## src/rtl/fir_decimate_out.sv

```systemverilog
// Decimating output stage for the 32-tap FIR: keep/round/saturate, then FIFO to a valid/ready port.
// Define FIR_DEC_ACCUM_EN for integrate-and-dump decimation instead of sample picking.
module fir_decimate_out #(
  parameter int unsigned IN_W       = 17,
  parameter int unsigned OUT_W      = 8,
  parameter int unsigned DECIM      = 4,
  parameter int unsigned SHIFT      = 9,
  parameter int unsigned FIFO_DEPTH = 4
) (
  input  logic                          clock,
  input  logic                          reset,
  input  logic [IN_W-1:0]               in_data,
  input  logic                          in_valid,
  output logic [OUT_W-1:0]              out_data,
  output logic                          out_valid,
  input  logic                          out_ready,
  output logic [$clog2(FIFO_DEPTH):0]   fifo_level,
  output logic [15:0]                   drop_count
);

  localparam int unsigned PH_W = (DECIM > 1) ? $clog2(DECIM) : 1;
  localparam int unsigned AW   = $clog2(FIFO_DEPTH);
`ifdef FIR_DEC_ACCUM_EN
  localparam int unsigned SUM_W = IN_W + $clog2(DECIM);
`else
  localparam int unsigned SUM_W = IN_W;
`endif
  localparam logic [SUM_W:0] RND =
    (SUM_W+1)'((SHIFT == 0) ? 0 : (1 << ((SHIFT == 0) ? 0 : SHIFT - 1)));

  logic [PH_W-1:0]  phase;
  logic             last;
  logic             keep;
  logic [SUM_W-1:0] dump;
  logic [SUM_W:0]   rounded;
  logic [SUM_W:0]   y;
  logic [OUT_W-1:0] scaled;
  logic             sc_valid;
  logic [OUT_W-1:0] sc_data;

  assign last = (phase == PH_W'(DECIM - 1));
  assign keep = in_valid && last;

  always_ff @(posedge clock) begin
    if (!reset)
      phase <= '0;
    else if (in_valid)
      phase <= last ? '0 : phase + 1'b1;
  end

`ifdef FIR_DEC_ACCUM_EN
  logic [SUM_W-1:0] acc;

  // The dumped value includes the current sample, so the register restarts at 0.
  always_ff @(posedge clock) begin
    if (!reset)
      acc <= '0;
    else if (in_valid)
      acc <= last ? '0 : acc + SUM_W'(in_data);
  end

  assign dump = acc + SUM_W'(in_data);
`else
  assign dump = in_data;
`endif

  always_comb begin
    rounded = {1'b0, dump} + RND;
    y       = rounded >> SHIFT;
    scaled  = y[OUT_W-1:0];
    if ((y >> OUT_W) != '0)
      scaled = '1;
  end

  always_ff @(posedge clock) begin
    if (!reset) begin
      sc_valid <= 1'b0;
      sc_data  <= '0;
    end else begin
      sc_valid <= keep;
      if (keep)
        sc_data <= scaled;
    end
  end

  logic [OUT_W-1:0] mem [FIFO_DEPTH];
  logic [AW:0]      wptr;
  logic [AW:0]      rptr;
  logic             empty;
  logic             full;
  logic             pop;
  logic             push;
  logic             drop;

  // Extra MSB on the pointers separates full from empty.
  assign empty = (wptr == rptr);
  assign full  = (wptr[AW] != rptr[AW]) && (wptr[AW-1:0] == rptr[AW-1:0]);
  assign pop   = !empty && out_ready;
  assign push  = sc_valid && (!full || pop);
  assign drop  = sc_valid && full && !pop;

  always_ff @(posedge clock) begin
    if (reset && push)
      mem[wptr[AW-1:0]] <= sc_data;
  end

  always_ff @(posedge clock) begin
    if (!reset) begin
      wptr       <= '0;
      rptr       <= '0;
      drop_count <= '0;
    end else begin
      if (push)
        wptr <= wptr + 1'b1;
      if (pop)
        rptr <= rptr + 1'b1;
      if (drop && (drop_count != '1))
        drop_count <= drop_count + 1'b1;
    end
  end

  assign out_valid  = !empty;
  assign out_data   = empty ? '0 : mem[rptr[AW-1:0]];
  assign fifo_level = wptr - rptr;

endmodule
```

## config.mk

```make
export PLATFORM = sky130hd
export DESIGN_NAME = fir_decimate_out
export DESIGN_NICKNAME = d
export VERILOG_FILES = /design/src/rtl/fir_decimate_out.sv
export SDC_FILE = /design/constraint.sdc
export NUM_CORES = 1
export LEC_CHECK = 0
export BUFFER_PORTS_ARGS = -buffer_cell sky130_fd_sc_hd__buf_2
export CAP_MARGIN = 10
export CORE_MARGIN = 10
export CORE_UTILIZATION = 45
export DETAILED_ROUTE_END_ITERATION = 7
export GPL_TIMING_DRIVEN = 0
export PLACE_DENSITY = 0.68
export SYNTH_ARGS = -nofsm -noshare
export SYNTH_HDL_FRONTEND = slang
export SYNTH_SLANG_ARGS = --single-unit
```

## constraint.sdc

```tcl
create_clock -name clock -period 2.3 [get_ports clock]
set_input_delay 0.46 -clock clock [delete_from_list [all_inputs] [get_ports clock]]
set_output_delay 0.46 -clock clock [all_outputs]
set_load 0.1 [all_outputs]
```

* Word-level counts from Yosys, hierarchy flattened *
Memories as Yosys holds them, arrays and structs flattened. A register that Yosys moved wholly into a read port is not among the register bits.
Index checks and enable logic that the tools add are counted.

word-level totals
  flip-flop bits (word level) = 33
  word-level logic and storage cells = 37
  memories = 1
  RAM bits = 32
  output and inout bits = 28
  input bits = 21

operators by class
  reduce and logical (&&, ||, !) cells = 12
  mux-type cells = 7
  add/sub/neg operators = 6
  eq/ne operators = 5

memories
  memory  words  bits a word  read ports  clocked after memory_dff  write ports  RTL line  text
  mem     4      8            1           1                         1            86        logic [OUT_W-1:0] mem [FIFO_DEPTH];

operators with widths
  kind                   count
  $add 17x9->18 const B  1
  $add 16x1->16 const B  1
  $mux 8                 2
  $ne 16x16->1 const B   1
  $logic_and 1x1->1      8
  $add 3x1->3 const B    2
  $mux 2                 3
  $eq 3x3->1             1
  $logic_not 1->1        3
  $sub 3x3->3            1
  $add 2x1->2 const B    1
  $eq 2x2->1             1
  $eq 2x2->1 const B     1
  $mux 1                 2
  $logic_or 1x1->1       1
  $ne 1x1->1             1

* Depth between registers and ports, before layout *
  word-level depth = 8
  mapped depth = 7
  gate-level depth less buffers = 6

* Worst setup path before layout *
Ideal clock, no wire load.

  path kind = register to output
  from = register wptr[0]
  to = output fifo_level[2]
  slack = -0.773 ns
  data arrival time = 2.613 ns
  data required time = 1.840 ns
  stages on the path, launching flop included = 5
  path buffers = 0
  path through = dfxtp_1 -> inv_1 -> ha_1 -> fa_1 -> xnor2_1

between the ends
  longest elaborated chain between the ends = 1

RTL lines
  what                      RTL line  text
  start: declaration        87        logic [AW:0] wptr;
  start signal: assignment  114       wptr <= wptr + 1'b1;
  $sub 3x3->3               124       assign fifo_level = wptr - rptr;
  end: declaration          17        output logic [$clog2(FIFO_DEPTH):0] fifo_level,

No other way between the ends.

* Worst setup path in the final report *
  from = register wptr[0]
  to = register drop_count[13]

between the ends
  longest elaborated chain between the ends = 6
  elaborated cells between the ends (all ways) = 9
  classes of those cells = eq/ne (2); reduce/logical (7)

RTL lines
  what                    RTL line  text
  $eq 3x3->1              96        assign empty = (wptr == rptr);
  $logic_not 1->1         98        assign pop = !empty && out_ready;
  $logic_and 1x1->1       98
  $logic_not 1->1         100       assign drop = sc_valid && full && !pop;
  $logic_and 1x1->1 (*)   100
  $logic_and 1x1->1 (*)   117       if (drop && (drop_count != '1))
  end signal: assignment  118       drop_count <= drop_count + 1'b1;
  end: declaration        18        output logic [15:0] drop_count

Every way passes the cells marked *; elsewhere a longest branch is shown, timed or not.
A chain may end at the register's enable or synchronous reset.

==> metrics.yaml <==
sta:
  relSlewSlack_pct: 59.1
  hold_ws_ns: 0.419
  finalClockSkew_ns: 0.00856
  fmax_mhz: 430
  fin_crit_sh_pct: 101
  grt_setup_unrepaired: "yes"
  finalSetupViolations: 1
  hold_viol: 0
  layout_min_cycle_time_ns: 2.32
  setup_slack_ns: -0.0238
  worst-slew-pin-transition_ns: 0.609
  finalMaxSlewViolations: 0
setup_path:
  worst-path-stages: 7
  crit_slowest_cell: "or4_4"
  crit_chain: "inv_4 -> ha_4 -> nand4b_1 -> or4_4 -> buf_6 -> or4_4 -> a21oi_2"
  slowest_delay_ns: 0.58
  path_common_cell: "or4_4"
  crit_arrival_ns: 2.59
  setup.worst_path.class: "flop to flop"
  critPathMaxFanout: 6
  critPathLaunchType: "flop"
  cp_top_family: "simple AND/OR/NAND/NOR gates"
  critPathRequiredTime_ns: 2.57
  cp-end-kind: "flop"
  crit_buf_inv: 2
  reg2reg_depth: 7
clocking:
  clk_pin_slew_ns: 0.07
  clk_latency_ns: 0.34
  cts_buffers: 9
  htreeDepth: 3
  root_buffer: "clkbuf_8"
  cts_tree: "built"
  clock_sink_count: 67
  clock_path_buffers: 2
hold_path:
  hp-class: "primary input to flop"
  whs_path_depth: 2
power:
  power_mw: 2.33
  p_per_area_nw_per_um2: 606
  power.leakage_nw: 1.40
  peakVddDrop_mv: 0.279
yosys:
  synth_nets: 287
  netlist_area_um2: 3040
  ys_ff_latch: 67
  synth_edf_count: 32
  ys.flop_type: "dfxtp_1"
  yosysWarnings: 0
  async_flop_share_pct: 0
  post_synth_num_cell_types: 40
  synth_seq_area_share_pct: 54.7
  netlist_instances: 255
  syn_avg_cell_area_um2: 11.9
grt:
  antenna_found_initial: 0
  overflow: 0
  gr-usage-all-layers_pct: 12.9
  grt_pass1_wl_mm: 10.4
  grt_max_degree: 12
  grt_pass1_vias: 2125
place:
  post-place-ws_ns: -0.385
  finalWeightedCongestion: 0.847
  placed_cells: 373
  port_buffers: 40
  dp.final_hpwl_mm: 4.64
final_layout:
  fin_nets: 345
  final_common_cell: "edfxtp_1"
  final_cell_mix: "edfxtp_1, buf_2, dfxtp_1"
  register_area_um2: 1680
  antenna-diode-count: 0
  multi_input_area_um2: 1430
  syn_to_final_growth_pct: 26.3
  drive_gt1_share_pct: 37.7
  nFillCells: 539
  utilization_pct: 59.4
  layout.cells.non_filler: 395
drt:
  first_pass_iters: 4
  vias: 2244
  routed_wl_mm: 6.70
  wl_per_cell_um: 17.0
  first_iter_violations: 79
  ant_nets: 0
  via_per_inst: 5.68
  drc_errors: 0
die:
  die-area_um2: 10400
  die_h_um: 102
  fp.dieW_um: 102
  rows: 29
  io_pins: 49
  initial_core_util_pct: 47.1
  coreArea_um2: 6460
outcome:
  violations: "setup timing"
  outcome: "finished with violations"
job:
  cap_violations: 0
layout make-up:
class / count / area share (%)
multi-input cells: 171 / 37.1
repair buffers: 49 / 9.68
plain buffers: 6 / 0.782
flip-flops and latches: 67 / 43.9
well taps: 77 / 2.51
clock buffers: 12 / 3.78
inverters: 9 / 0.945
clock inverters: 4 / 1.30
cell usage after synthesis (2+ instances only):
| master | n | area share, % |
|---|---|---|
| or2_2 | 2 | 0.41 |
| or4_1 | 8 | 2.0 |
| nor4_1 | 6 | 1.2 |
| and4_1 | 2 | 0.58 |
| nor3_1 | 3 | 0.49 |
| o21ai_0 | 6 | 0.99 |
| nor2_1 | 13 | 1.6 |
| a21oi_1 | 10 | 1.6 |
| dfxtp_1 | 35 | 23 |
| inv_1 | 8 | 0.99 |
| ha_1 | 10 | 4.1 |
| edfxtp_1 | 32 | 32 |
| o221a_2 | 8 | 3.0 |
| nor2b_1 | 8 | 1.6 |
| and3_1 | 6 | 1.2 |
| xor2_1 | 7 | 2.0 |
| xnor2_1 | 6 | 1.7 |
| mux2i_1 | 8 | 2.6 |
| nand3_1 | 10 | 1.6 |
| nand2b_1 | 5 | 1.0 |
| mux4_2 | 8 | 5.9 |
| nand4_1 | 8 | 1.6 |
| a31oi_1 | 3 | 0.62 |
| and2_1 | 2 | 0.41 |
| o31ai_1 | 6 | 1.5 |
| clkbuf_1 | 7 | 0.86 |
| nand2_1 | 15 | 1.9 |
report_power, final:
group	total, mW	leakage, nW	switching (mW)	internal (mW)
combinational	0.117	0.749	0.0757	0.0418
sequential	1.25	0.554	0.00703	1.25
clock	0.956	0.0926	0.427	0.529
total	2.33	1.40	0.510	1.82
metal layers:
layer | wire [µm] | share of wire (%) | GRT usage, % | vias to the layer above
li1 | - | - | - | 1088
met1 | 2930 | 44 | 14.9 | 1071
met2 | 3250 | 48 | 21.6 | 78
met3 | 462 | 6.9 | 5.06 | 7
met4 | 63 | 0.94 | 4.12 | 0
met5 | 0 | 0 | 0 | -
final timing paths:
check | startpoint | endpoint | slack (ns)
setup / recovery | wptr[0] | drop_count[13] | -0.02
hold / removal | in_valid | sc_valid | 0.42
setup reg to reg | wptr[0] | drop_count[13] | -0.02
hold reg to reg | drop_count[6] | drop_count[6] | 0.50
cell families (layout without fill, tap and decap cells):
kind of cell,count (synthesis),after routing,share of synthesized area [%]
mux,16,16,8.56
fa+ha+maj,11,11,4.77
simple gates,92,92,16.8
xor+xnor,13,13,3.74
compound gates,39,39,9.30
buf+inv,17,80,2.14
flops,67,67,54.7
per-stage QoR:
stage          TNS, ns  area, µm²
2_1_floorplan   -0.663       3090
3_3_place_gp     -3.06       3390
3_5_place_dp     -3.88       3390
4_1_cts              0       3690
5_1_grt         -0.433       3840
6_report       -0.0238       3840
timing repair:
action	4_1_cts	5_1_grt
pin swaps	3	7
resized for setup	29	24
hold buffers	0	0
buffers inserted	1	6
endpoints found under the setup margin	16	47
state kept, by name, summed over array words and instances, names as in the netlist, named ones only:
signal      count
sc_valid        1
wptr            3
drop_count     16
rptr            3
sc_data         8
mem            32
phase           2
Note: power is estimated with default switching activity, not from simulation.
